File: config.mk
export PLATFORM = sky130hd
export DESIGN_NAME = uart_fifo
export DESIGN_NICKNAME = d
export VERILOG_FILES = /design/src/rtl/uart_pkg.sv /design/src/rtl/uart_sync_fifo.sv /design/src/rtl/uart_fifo.sv
export SDC_FILE = /design/constraint.sdc
export NUM_CORES = 1
export LEC_CHECK = 0
export ABC_AREA = 1
export CORE_MARGIN = 10
export CORE_UTILIZATION = 45
export DETAILED_ROUTE_END_ITERATION = 6
export REMOVE_ABC_BUFFERS = 1
export SLEW_MARGIN = 30
export SYNTH_ARGS = -nofsm -noshare
export SYNTH_HDL_FRONTEND = slang
export SYNTH_SLANG_ARGS = --single-unit
File: constraint.sdc
create_clock -name clk -period 4.9 [get_ports clk]
set_clock_uncertainty 0.2 [all_clocks]
set_input_delay 0.735 -clock clk [delete_from_list [all_inputs] [get_ports clk]]
set_output_delay 0.735 -clock clk [all_outputs]
set_load 0.005 [all_outputs]
File: src/rtl/uart_pkg.sv
// Shared definitions for the buffered UART: register map, STATUS bit
// positions, FSM state encodings and the divisor floor.
package uart_pkg;

  // Word offsets selected by addr (d_addr[3:2])
  localparam logic [1:0] REG_DATA   = 2'd0;
  localparam logic [1:0] REG_STATUS = 2'd1;
  localparam logic [1:0] REG_DIV    = 2'd2;

  // STATUS register bit positions
  localparam int ST_TXBUSY   = 0;
  localparam int ST_TXFULL   = 1;
  localparam int ST_RXAVAIL  = 2;
  localparam int ST_RXFULL   = 3;
  localparam int ST_OVERRUN  = 4;
  localparam int ST_FRAMEERR = 5;
  localparam int ST_TXDROP   = 6;

  // Smallest divisor the bit timers can work with (RX needs a mid-point)
  localparam logic [15:0] MIN_DIVISOR = 16'd4;

  typedef enum logic [1:0] {
    TX_IDLE,
    TX_START,
    TX_DATA,
    TX_STOP
  } tx_state_t;

  typedef enum logic [2:0] {
    RX_IDLE,
    RX_START,
    RX_DATA,
    RX_STOP,
    RX_WAIT_HIGH
  } rx_state_t;

  // Raise too-small divisor writes to the floor
  function automatic logic [15:0] clamp_div(input logic [15:0] value);
    return (value < MIN_DIVISOR) ? MIN_DIVISOR : value;
  endfunction

endpackage

File: src/rtl/uart_sync_fifo.sv
// Single-clock show-ahead FIFO. The head entry is visible on rdata while
// the FIFO is non-empty; a pop advances to the next entry. A push into a
// full FIFO is accepted only when a pop happens on the same edge.
module uart_sync_fifo #(
  parameter int WIDTH      = 8,
  parameter int DEPTH_LOG2 = 4
) (
  input  logic             clk,
  input  logic             reset,
  input  logic             push,
  input  logic [WIDTH-1:0] wdata,
  input  logic             pop,
  output logic [WIDTH-1:0] rdata,
  output logic             empty,
  output logic             full
);

  localparam int DEPTH = 1 << DEPTH_LOG2;
  localparam logic [DEPTH_LOG2:0] FULL_COUNT = (DEPTH_LOG2 + 1)'(DEPTH);

  logic [WIDTH-1:0]      mem_reg [DEPTH];
  logic [DEPTH_LOG2-1:0] wr_ptr_reg;
  logic [DEPTH_LOG2-1:0] rd_ptr_reg;
  logic [DEPTH_LOG2:0]   count_reg;
  logic                  do_push;
  logic                  do_pop;

  assign empty   = (count_reg == '0);
  assign full    = (count_reg == FULL_COUNT);
  assign do_pop  = pop && !empty;
  assign do_push = push && (!full || pop);
  assign rdata   = mem_reg[rd_ptr_reg];

  // Storage array; contents need no reset since count gates visibility
  always_ff @(posedge clk) begin
    if (do_push) begin
      mem_reg[wr_ptr_reg] <= wdata;
    end
  end

  // Pointers wrap naturally at DEPTH; count tracks occupancy
  always_ff @(posedge clk) begin
    if (reset) begin
      wr_ptr_reg <= '0;
      rd_ptr_reg <= '0;
      count_reg  <= '0;
    end else begin
      if (do_push) wr_ptr_reg <= wr_ptr_reg + 1'b1;
      if (do_pop)  rd_ptr_reg <= rd_ptr_reg + 1'b1;
      case ({do_push, do_pop})
        2'b10:   count_reg <= count_reg + 1'b1;
        2'b01:   count_reg <= count_reg - 1'b1;
        default: count_reg <= count_reg;
      endcase
    end
  end

endmodule

File: src/rtl/uart_fifo.sv
// Buffered UART on the CPU data bus: TX FIFO, programmable baud divisor,
// sticky error flags and a level interrupt. The receive path (synchroniser,
// RX FSM, RX FIFO) is built only when UART_RX_EN is defined.
module uart_fifo
  import uart_pkg::*;
#(
  parameter int DIVISOR    = 434,
  parameter int DEPTH_LOG2 = 4,
  parameter int DATA_BITS  = 8
) (
  input  logic        clk,
  input  logic        reset,
  input  logic        cs,
  input  logic        we,
  input  logic        re,
  input  logic [1:0]  addr,
  input  logic [31:0] wdata,
  output logic [31:0] rdata,
  output logic        tx,
  input  logic        rx,
  output logic        irq
);

  localparam logic [15:0] DIV_RESET = 16'(DIVISOR);
  localparam int BIT_W = (DATA_BITS > 1) ? $clog2(DATA_BITS) : 1;
  localparam logic [BIT_W-1:0] LAST_BIT = BIT_W'(DATA_BITS - 1);

  logic wr_data, wr_status, wr_div;
  assign wr_data   = cs && we && (addr == REG_DATA);
  assign wr_status = cs && we && (addr == REG_STATUS);
  assign wr_div    = cs && we && (addr == REG_DIV);

  logic unused_wdata;
  assign unused_wdata = &{1'b0, wdata[31:16]};

  // Baud divisor register
  logic [15:0] div_reg;

  // Divisor write with floor clamp
  always_ff @(posedge clk) begin
    if (reset) div_reg <= DIV_RESET;
    else if (wr_div) div_reg <= clamp_div(wdata[15:0]);
  end

  // ---------------- TX path ----------------
  logic                 tx_full, tx_empty, tx_pop, tx_drop, tx_bit_end, tx_busy;
  logic [DATA_BITS-1:0] tx_head;
  tx_state_t            tx_state_reg;
  logic [15:0]          tx_cnt_reg, tx_bit_div_reg;
  logic [DATA_BITS-1:0] tx_shift_reg;
  logic [BIT_W-1:0]     tx_idx_reg;
  logic                 tx_reg;

  uart_sync_fifo #(.WIDTH(DATA_BITS), .DEPTH_LOG2(DEPTH_LOG2)) u_tx_fifo (
    .clk   (clk),
    .reset (reset),
    .push  (wr_data),
    .wdata (wdata[DATA_BITS-1:0]),
    .pop   (tx_pop),
    .rdata (tx_head),
    .empty (tx_empty),
    .full  (tx_full)
  );

  assign tx_bit_end = (tx_cnt_reg == tx_bit_div_reg - 16'd1);
  assign tx_pop     = !tx_empty && ((tx_state_reg == TX_IDLE) ||
                                    ((tx_state_reg == TX_STOP) && tx_bit_end));
  assign tx_drop    = wr_data && tx_full && !tx_pop;
  assign tx_busy    = !tx_empty || (tx_state_reg != TX_IDLE);
  assign tx         = tx_reg;

  // TX FSM; the divisor is re-latched at every bit boundary
  always_ff @(posedge clk) begin
    if (reset) begin
      tx_state_reg   <= TX_IDLE;
      tx_reg         <= 1'b1;
      tx_cnt_reg     <= '0;
      tx_bit_div_reg <= DIV_RESET;
      tx_shift_reg   <= '0;
      tx_idx_reg     <= '0;
    end else begin
      case (tx_state_reg)
        TX_IDLE: begin
          tx_cnt_reg <= '0;
          if (!tx_empty) begin
            tx_state_reg   <= TX_START;
            tx_reg         <= 1'b0;
            tx_shift_reg   <= tx_head;
            tx_bit_div_reg <= div_reg;
          end
        end
        TX_START: begin
          if (tx_bit_end) begin
            tx_state_reg   <= TX_DATA;
            tx_cnt_reg     <= '0;
            tx_bit_div_reg <= div_reg;
            tx_reg         <= tx_shift_reg[0];
            tx_shift_reg   <= tx_shift_reg >> 1;
            tx_idx_reg     <= '0;
          end else begin
            tx_cnt_reg <= tx_cnt_reg + 16'd1;
          end
        end
        TX_DATA: begin
          if (tx_bit_end) begin
            tx_cnt_reg     <= '0;
            tx_bit_div_reg <= div_reg;
            if (tx_idx_reg == LAST_BIT) begin
              tx_state_reg <= TX_STOP;
              tx_reg       <= 1'b1;
            end else begin
              tx_reg       <= tx_shift_reg[0];
              tx_shift_reg <= tx_shift_reg >> 1;
              tx_idx_reg   <= tx_idx_reg + 1'b1;
            end
          end else begin
            tx_cnt_reg <= tx_cnt_reg + 16'd1;
          end
        end
        TX_STOP: begin
          if (tx_bit_end) begin
            tx_cnt_reg     <= '0;
            tx_bit_div_reg <= div_reg;
            if (!tx_empty) begin
              // Chain straight into the next start bit, no idle gap
              tx_state_reg <= TX_START;
              tx_reg       <= 1'b0;
              tx_shift_reg <= tx_head;
            end else begin
              tx_state_reg <= TX_IDLE;
              tx_reg       <= 1'b1;
            end
          end else begin
            tx_cnt_reg <= tx_cnt_reg + 16'd1;
          end
        end
        default: begin
          tx_state_reg <= TX_IDLE;
          tx_reg       <= 1'b1;
        end
      endcase
    end
  end

  // Sticky TXDROP; a same-cycle set beats the write-1-to-clear
  logic txdrop_reg;
  always_ff @(posedge clk) begin
    if (reset) txdrop_reg <= 1'b0;
    else txdrop_reg <= (txdrop_reg & ~(wr_status & wdata[ST_TXDROP])) | tx_drop;
  end

  // ---------------- RX path ----------------
  logic        rx_avail, rx_full_flag, overrun_reg, frameerr_reg;
  logic [31:0] rx_head_word;

`ifdef UART_RX_EN
  logic                 rx_full, rx_empty, rx_pop, rx_push, rx_stop_sample;
  logic                 set_overrun, set_frameerr, rx_s, rx_bit_end;
  logic [DATA_BITS-1:0] rx_head;
  logic [1:0]           rx_sync_reg;
  logic                 rx_prev_reg;
  rx_state_t            rx_state_reg;
  logic [15:0]          rx_cnt_reg, rx_bit_div_reg;
  logic [DATA_BITS-1:0] rx_shift_reg;
  logic [BIT_W-1:0]     rx_idx_reg;

  // Two-flop synchroniser chain for the asynchronous rx pin
  for (genvar gi = 0; gi < 2; gi++) begin : g_rx_sync
    if (gi == 0) begin : g_first
      always_ff @(posedge clk) begin
        if (reset) rx_sync_reg[gi] <= 1'b1;
        else rx_sync_reg[gi] <= rx;
      end
    end else begin : g_next
      always_ff @(posedge clk) begin
        if (reset) rx_sync_reg[gi] <= 1'b1;
        else rx_sync_reg[gi] <= rx_sync_reg[gi-1];
      end
    end
  end

  assign rx_s           = rx_sync_reg[1];
  assign rx_bit_end     = (rx_cnt_reg == rx_bit_div_reg - 16'd1);
  assign rx_stop_sample = (rx_state_reg == RX_STOP) && rx_bit_end;
  assign rx_push        = rx_stop_sample && rx_s;
  assign set_frameerr   = rx_stop_sample && !rx_s;
  assign rx_pop         = cs && re && (addr == REG_DATA) && !rx_empty;
  assign set_overrun    = rx_push && rx_full && !rx_pop;

  uart_sync_fifo #(.WIDTH(DATA_BITS), .DEPTH_LOG2(DEPTH_LOG2)) u_rx_fifo (
    .clk   (clk),
    .reset (reset),
    .push  (rx_push),
    .wdata (rx_shift_reg),
    .pop   (rx_pop),
    .rdata (rx_head),
    .empty (rx_empty),
    .full  (rx_full)
  );

  // RX FSM: start detect, mid-bit sampling, stop check
  always_ff @(posedge clk) begin
    if (reset) begin
      rx_state_reg   <= RX_IDLE;
      rx_prev_reg    <= 1'b1;
      rx_cnt_reg     <= '0;
      rx_bit_div_reg <= DIV_RESET;
      rx_shift_reg   <= '0;
      rx_idx_reg     <= '0;
    end else begin
      rx_prev_reg <= rx_s;
      case (rx_state_reg)
        RX_IDLE: begin
          rx_cnt_reg     <= '0;
          rx_bit_div_reg <= div_reg;
          if (rx_prev_reg && !rx_s) rx_state_reg <= RX_START;
        end
        RX_START: begin
          if (rx_cnt_reg == (rx_bit_div_reg >> 1) - 16'd1) begin
            rx_cnt_reg     <= '0;
            rx_bit_div_reg <= div_reg;
            rx_idx_reg     <= '0;
            rx_state_reg   <= rx_s ? RX_IDLE : RX_DATA;
          end else begin
            rx_cnt_reg <= rx_cnt_reg + 16'd1;
          end
        end
        RX_DATA: begin
          if (rx_bit_end) begin
            rx_cnt_reg     <= '0;
            rx_bit_div_reg <= div_reg;
            rx_shift_reg   <= {rx_s, rx_shift_reg[DATA_BITS-1:1]};
            if (rx_idx_reg == LAST_BIT) rx_state_reg <= RX_STOP;
            else rx_idx_reg <= rx_idx_reg + 1'b1;
          end else begin
            rx_cnt_reg <= rx_cnt_reg + 16'd1;
          end
        end
        RX_STOP: begin
          if (rx_bit_end) begin
            rx_cnt_reg   <= '0;
            rx_state_reg <= rx_s ? RX_IDLE : RX_WAIT_HIGH;
          end else begin
            rx_cnt_reg <= rx_cnt_reg + 16'd1;
          end
        end
        RX_WAIT_HIGH: begin
          if (rx_s) rx_state_reg <= RX_IDLE;
        end
        default: rx_state_reg <= RX_IDLE;
      endcase
    end
  end

  // Sticky RX error flags; set wins over clear
  always_ff @(posedge clk) begin
    if (reset) begin
      overrun_reg  <= 1'b0;
      frameerr_reg <= 1'b0;
    end else begin
      overrun_reg  <= (overrun_reg & ~(wr_status & wdata[ST_OVERRUN])) | set_overrun;
      frameerr_reg <= (frameerr_reg & ~(wr_status & wdata[ST_FRAMEERR])) | set_frameerr;
    end
  end

  assign rx_avail     = !rx_empty;
  assign rx_full_flag = rx_full;
  assign rx_head_word = rx_empty ? 32'd0 : {{(32-DATA_BITS){1'b0}}, rx_head};
`else
  logic unused_rx;
  assign unused_rx    = &{1'b0, rx, re};
  assign rx_avail     = 1'b0;
  assign rx_full_flag = 1'b0;
  assign overrun_reg  = 1'b0;
  assign frameerr_reg = 1'b0;
  assign rx_head_word = 32'd0;
`endif

  // STATUS word assembly
  logic [31:0] status_word;
  always_comb begin
    status_word              = '0;
    status_word[ST_TXBUSY]   = tx_busy;
    status_word[ST_TXFULL]   = tx_full;
    status_word[ST_RXAVAIL]  = rx_avail;
    status_word[ST_RXFULL]   = rx_full_flag;
    status_word[ST_OVERRUN]  = overrun_reg;
    status_word[ST_FRAMEERR] = frameerr_reg;
    status_word[ST_TXDROP]   = txdrop_reg;
  end

  // Combinational read mux
  always_comb begin
    rdata = '0;
    case (addr)
      REG_DATA:   rdata = rx_head_word;
      REG_STATUS: rdata = status_word;
      REG_DIV:    rdata = {16'd0, div_reg};
      default:    rdata = '0;
    endcase
  end

  // Registered interrupt level
  logic irq_reg;
  always_ff @(posedge clk) begin
    if (reset) irq_reg <= 1'b0;
    else irq_reg <= rx_avail | overrun_reg | frameerr_reg | txdrop_reg;
  end
  assign irq = irq_reg;

endmodule

==> out/metrics.cfg <==
[timing]
relSlewSlack=0.419
setup_viol=0
slew_violations=0
tightest_slew_ps=868
grt_setup_unrepaired=false
fin_crit_sh=0.768
finalCriticalPeriod_ps=3760
clock.fmax_ghz=0.266
finalSetupTns_ps=0
finalHoldViolations=0
setup_slack_ps=1140

[die]
die_h_um=166
placementRows=53
core-area_um2=21000
io_pins=74
die_w_um=166
fp.dieArea_um2=27400
initial_core_util=0.455

[logic_synthesis]
ys_types=44
syn_inst=1028
synth.avg_cell_area_um2=9.28
ys_seq_area_frac=0.573
netlist_area_um2=9540
async_reset_ff_frac=0
ys.flop_type=edfxtp_1
synth_edf_count=128
synth-warning-count=0
ys_ff_latch=209

[cts]
cts_tree=yes
cts.sinks=209
postCtsResizedCells=0
cts_post_setup_buffers_inserted=0
ctsHoldBuffers=0
cts.path.max_buffers=3
cts-root-buf=clkbuf_16
h-tree-depth=1
clkTransAtPathRegs_ps=60
cts_buffers=22
insertion_delay_ps=530

[setup_path]
r2r-start=tx_bit_div_reg[0]
path_delay_family=simple AND/OR/NAND/NOR gates
ff2ff_path_depth=24
critPathLaunch=tx_bit_div_reg[0]
worstPathCellList=inv_2 > ha_1 > nand2_1 > nor2_2 > nand2_1 > nand2_1 > nor2_1 > nand2_1 > nor2_1 > nand2_1 > nor2_2 > nand3_2 > nand2_1 > nand2_1 > inv_2 > ha_1 > ha_1 > a21o_1 > a21oi_1 > inv_1 > a21oi_1 > o21ai_0 > o21ai_0 > a21oi_1
endpoint=u_tx_fifo.count_reg[4]
arrival_ps=3980
r2r_slack_ps=1140
max_stage_delay_ps=360
cp_slowest_cell=dfxtp_1
worstPathMaxFanout=6
timing.rr.end=u_tx_fifo.count_reg[4]
cp_common_cell=nand2_1
path_depth=24
endpoint_kind=flop
cp-start-kind=flop
critPathRequiredTime_ps=5120
path_class=flop to flop
crit_buf_inv=3

[global_route]
grt_max_degree=45
grt_use_total=0.164
grt-ovfl-total=0
grt_pass1_wl_um=35700
grt_pass1_vias=6893
grt_antenna_before_repair=0

[cells_and_area]
antenna_cells=0
n_fill_cell=1982
multi_input_area_um2=3540
drive_gt1_frac=0.0805
area.growth.synth_to_final_pct=13.7
nets=1127
largest_reg_flops=128
ff_latch_area_um2=5470

[drt]
drtPass1Iterations=5
vias=7128
ant_nets=0
drt-total-wl_um=22500
drc=0
vias_per_cell=5.26
wl_per_cell_um=16.6
detail_route.iter0.violations=418

[pwr]
leakagePower_nw=4.12
power_density_nw_per_um2=514
max-vdd-ir-drop_v=0.000384

[placed_design]
dp_hpwl_um=15000
place_ws_ps=1080
finalWeightedCongestion=0.838
port_buffers=39

[min_path]
hp-class=flop to flop

[job]
maxCapViolations=0

[status]
status=complete, no violations

## metal layers
metal	routed length [um]	GRT usage
met1	10300	0.216
met2	10100	0.265
met3	1550	0.0327
met4	497	0.0515
met5	0	0
## worst min-delay path by stage
| stage | depth (start not counted) | end | slack, ps | from |
|---|---|---|---|---|
| floorplan | 2 | irq | 210 | txdrop_reg |
| global placement | 2 | irq | 240 | txdrop_reg |
| detailed placement | 2 | irq | 230 | txdrop_reg |
| CTS | 2 | irq | 250 | txdrop_reg |
| global route | 2 | irq | 260 | txdrop_reg |
| finish | 2 | irq | 240 | txdrop_reg |
## logic make-up (layout without fill, tap and decap cells)
family          after synthesis  in the layout  synth area share
other cells                   1             16          0.000393
xor+xnor                     18             18            0.0165
simple gates                438            438             0.198
compound gates              204            204             0.120
buf+inv                     136            174            0.0620
flops                       209            209             0.573
fa+ha+maj                    22             22            0.0296
## where the power goes
group	total (mW)	switching (mW)	internal, mW
clock	1.59	0.681	0.914
combinational	1.80	1.21	0.591
sequential	2.17	0.156	2.02
## placed cells by master (no fill, tap or decap), types with 11 or more instances in the layout
| master | instances |
|---|---|
| dfxtp_1 | 80 |
| nand2_1 | 180 |
| a21oi_1 | 47 |
| o22ai_1 | 20 |
| ha_1 | 21 |
| conb_1 | 16 |
| o211ai_1 | 11 |
| o21ai_1 | 13 |
| nor2_1 | 165 |
| nand3_1 | 37 |
| inv_1 | 70 |
| clkbuf_16 | 22 |
| clkdlybuf4s50_1 | 39 |
| o21ai_0 | 93 |
| o221ai_1 | 12 |
| edfxtp_1 | 128 |
| buf_4 | 13 |
## cells in the mapped netlist (3+ instances only)
cell type | n | area, um^2
xnor2_1 | 8 | 70.1
dfxtp_1 | 81 | 1620
o211ai_1 | 11 | 82.6
o221ai_1 | 12 | 105
nor2_2 | 8 | 50.1
clkbuf_1 | 34 | 128
inv_2 | 9 | 33.8
nor4_1 | 4 | 25.0
nor2_4 | 3 | 33.8
nand3_1 | 37 | 185
nand3_2 | 5 | 50.1
nand4_1 | 6 | 37.5
nand2_1 | 180 | 676
nor3b_1 | 6 | 45.0
edfxtp_1 | 128 | 3840
nand2_2 | 10 | 62.6
ha_1 | 21 | 263
nand3b_1 | 4 | 30.0
buf_4 | 17 | 128
o21ai_1 | 13 | 65.1
o22ai_1 | 20 | 125
o21ai_0 | 93 | 465
inv_1 | 70 | 263
a21oi_1 | 47 | 235
nor2_1 | 165 | 619
nor3_1 | 3 | 15.0
xor2_1 | 10 | 87.6
## worst register-to-register path, cell delays in order, from the launching register on
cell and delay (ps):
dfxtp_1 360, inv_2 80, ha_1 230, nand2_1 130, nor2_2 70, nand2_1 60
nand2_1 50, nor2_1 150, nand2_1 70, nor2_1 80, nand2_1 60, nor2_2 180
nand3_2 140, nand2_1 120, nand2_1 130, inv_2 120, ha_1 310, ha_1 330
a21o_1 180, a21oi_1 120, inv_1 60, a21oi_1 110, o21ai_0 110, o21ai_0 170
a21oi_1 50
## layout make-up
class	instances	area share
Multi-Input combinational cell	698	0.326
Timing Repair Buffer	52	0.0450
Clock inverter	12	0.00958
Sequential cell	209	0.504
Inverter	82	0.0285
Tap cell	275	0.0317
Clock buffer	28	0.0547
## per-stage QoR
stage                     cells  hold slack (ps)  power, mW  instance area (um^2)  utilization
after floorplan             989              213       3.46                  9310            -
after global placement     1316              238       3.99                 10100        0.484
after detailed placement   1316              232       4.01                 10100        0.484
after CTS                  1356              245       5.62                 10800        0.517
after global routing       1356              265       5.96                 10800        0.517
final                      1356              242       5.57                 10800        0.517
(Power assumes the default switching activity.)
==> RTL change (same flow settings) <==
Change the parameter `DATA_BITS` from 8 to 16.
--- a/src/rtl/uart_fifo.sv
+++ b/src/rtl/uart_fifo.sv
@@ -6,7 +6,7 @@
 #(
   parameter int DIVISOR    = 434,
   parameter int DEPTH_LOG2 = 4,
-  parameter int DATA_BITS  = 8
+  parameter int DATA_BITS  = 16
 ) (
   input  logic        clk,
   input  logic        reset,
Behaviour: same outputs for any inputs over 4 cycles, from zero or initial values and one cycle with reset high; that may be too few to reach the edited logic, so the function may still have changed.
==> RTL change against the original RTL <==
- sequential cell count up 137
- synthesized area up 58%
- design area up 58%
- routed wire length up 68%
- critical path depth down 2
- setup slack worse by 340 ps
- combinational power up 52%
- cell count up 44%
- total power up 63%
- largest cell class unchanged
- largest power group unchanged
==> RTL change: results (changes against the original RTL) <==
timing.final.max_slew_violations: 0  # unchanged
seq_area_frac_synth_pct: 62.9  # was 57.3%
grt_pass1_wl_um: 58900  # was 35700 um
first_iter_violations: 892  # was 418
grt_util_met2_pct: 28.9  # was 26.5%
place.gp.congestion: 0.845  # was 0.838
grt_use_met1_pct: 24.9  # was 21.6%
grtUsageMet3_pct: 2.99  # was 3.27%
grt_use_total_pct: 18.2  # was 16.4%
cts_buffers: 38  # was 22
cp.arrival_ps: 4310  # was 3980 ps
dpl_cell_area_mm2: 0.0159  # was 0.0101 mm^2
cts_resized: 0  # unchanged
synth.area.top_cells: "edfxtp_1 51%, dfxtp_1 12%, nor2_1 6.3%, o21ai_0 5.0%, nand2_1 4.6%"  # was edfxtp_1 40%, dfxtp_1 17%, nand2_1 7.1%, nor2_1 6.5%, o21ai_0 4.9%
drive_above_1_share_pct: 9.78  # was 8.05%
hold_depth: 2  # unchanged
htree_levels: 2  # was 1
antenna_found_initial: 1  # was 0
fill_cells: 2916  # was 1982
nNetsFinal: 1547  # was 1127
yosysUniqueCellTypes: 51  # was 44
yosysMostFrequentCell: "edfxtp_1"  # was nand2_1
synth_edf_count: 256  # was 128
synth_ff_type: "edfxtp_1"  # unchanged
synth_async_sr_flop_share_pct: 0  # unchanged
reg2reg_setup_slack_ps: 800  # was 1140 ps
ff2ff_path_depth: 22  # was 24
largest_reg_flops: 256  # was 128
status: "completed"  # unchanged
clkTransAtPathRegs_ps: 60  # about the same
p_leak_uw: 0.00614  # was 0.00412 uW
grt_pass1_vias: 10300  # was 6893
post-dp-hpwl_um: 22900  # was 15000 um
wirelength_um: 37900  # was 22500 um
ir_worst_vdd_mv: 0.337  # was 0.384 mV
viasPerCell: 5.46  # was 5.26
max_slew_margin_pct: 36.6  # was 41.9%
pre_cts_slack_ps: 867  # was 1080 ps
synth.top_cells.by_count: "256 x edfxtp_1, 255 x nor2_1, 184 x nand2_1"  # was 180 x nand2_1, 165 x nor2_1, 128 x edfxtp_1
grt_max_degree: 90  # was 45
root_buffer: "clkbuf_16"  # unchanged
-- RTL change: cell count changes after synthesis, sizes merged, moves of 6 or more --
cell,delta
nor2,+89
clkbuf,+17
inv,+6
o221ai,+46
a21oi,+25
nand3,+30
o21ai,+51
o22ai,-13
edfxtp,+128
dfxtp,+9
buf,+17
-- RTL change: area by class of cell --
type / count / area, um^2 / share of cell area, %
clock buffer: 55 / 1050 / 6.10
tap: 442 / 553 / 3.22
timing repair buffer: 73 / 646 / 3.76
clock inverter: 12 / 186 / 1.09
sequential: 346 / 9500 / 55.3
inverter: 88 / 340 / 1.98
multi-input combinational: 939 / 4890 / 28.5
-- RTL change: through the flow --
| step | total power, uW | hold WS [ps] | setup TNS [ps] | cells |
|---|---|---|---|---|
| CTS | 9150 | 257 | 0 | 1955 |
| floorplan | 5500 | 212 | -7740 | 1373 |
| global route | 9670 | 286 | 0 | 1955 |
| detailed placement | 6330 | 250 | 0 | 1888 |
| global placement | 6290 | 254 | 0 | 1888 |
| finish | 9110 | 256 | 0 | 1955 |
-- RTL change: report_power, final --
| part | switching, uW | leakage, uW | total, uW | internal, uW |
|---|---|---|---|---|
| Combinational | 1870 | 0.00250 | 2740 | 876 |
| Sequential | 207 | 0.00304 | 3540 | 3330 |
| Clock | 1120 | 0.000599 | 2820 | 1700 |
| Total | 3200 | 0.00614 | 9110 | 5910 |
-- RTL change: worst max-delay path by stage --
stage,cells after the start,start,slack [ps],end
final,22,tx_bit_div_reg[0],800,u_tx_fifo.count_reg[4]
after global routing,22,tx_bit_div_reg[0],430,u_tx_fifo.count_reg[4]
after CTS,22,tx_bit_div_reg[0],830,u_tx_fifo.count_reg[4]
after detailed placement,22,tx_bit_div_reg[0],870,u_tx_fifo.count_reg[4]
after global placement,22,tx_bit_div_reg[0],860,u_tx_fifo.count_reg[4]
after floorplan,9,flip-flop,-520,tx_shift_reg[4]
-- RTL change: critical path, cell delays in order, from the launching register on --
cell	delay, ps
dfxtp_1	310
inv_1	140
ha_1	330
nand2_1	130
nor2_1	200
nand3_1	120
nand3_1	150
nand2_1	60
nor2_1	80
nand2_1	50
nor2_1	130
nand3_1	230
nand3_2	220
nand2_4	90
ha_1	310
fa_1	430
a21o_1	200
a21oi_1	110
inv_1	60
a21oi_1	110
o21ai_0	110
o21ai_0	150
a21oi_1	50
-- RTL change: logic make-up after synthesis --
family | after synthesis | share of synthesized area, %
AND/OR/NAND/NOR | 562 | 16.0
other | 1 | 0.0249
XOR/XNOR | 27 | 1.62
adder cells (fa/ha/maj) | 21 | 1.79
AO/OA/AOI/OAI | 313 | 12.4
buffers and inverters | 176 | 5.25
flip-flops | 346 | 62.9
-- RTL change: routing by layer --
metal  vias to the layer above  routed length [um]
li1                       5117                   -
met5                         -                  18
met4                         2                 864
met2                       339               17400
met3                        64                2360
met1                      5161               17300
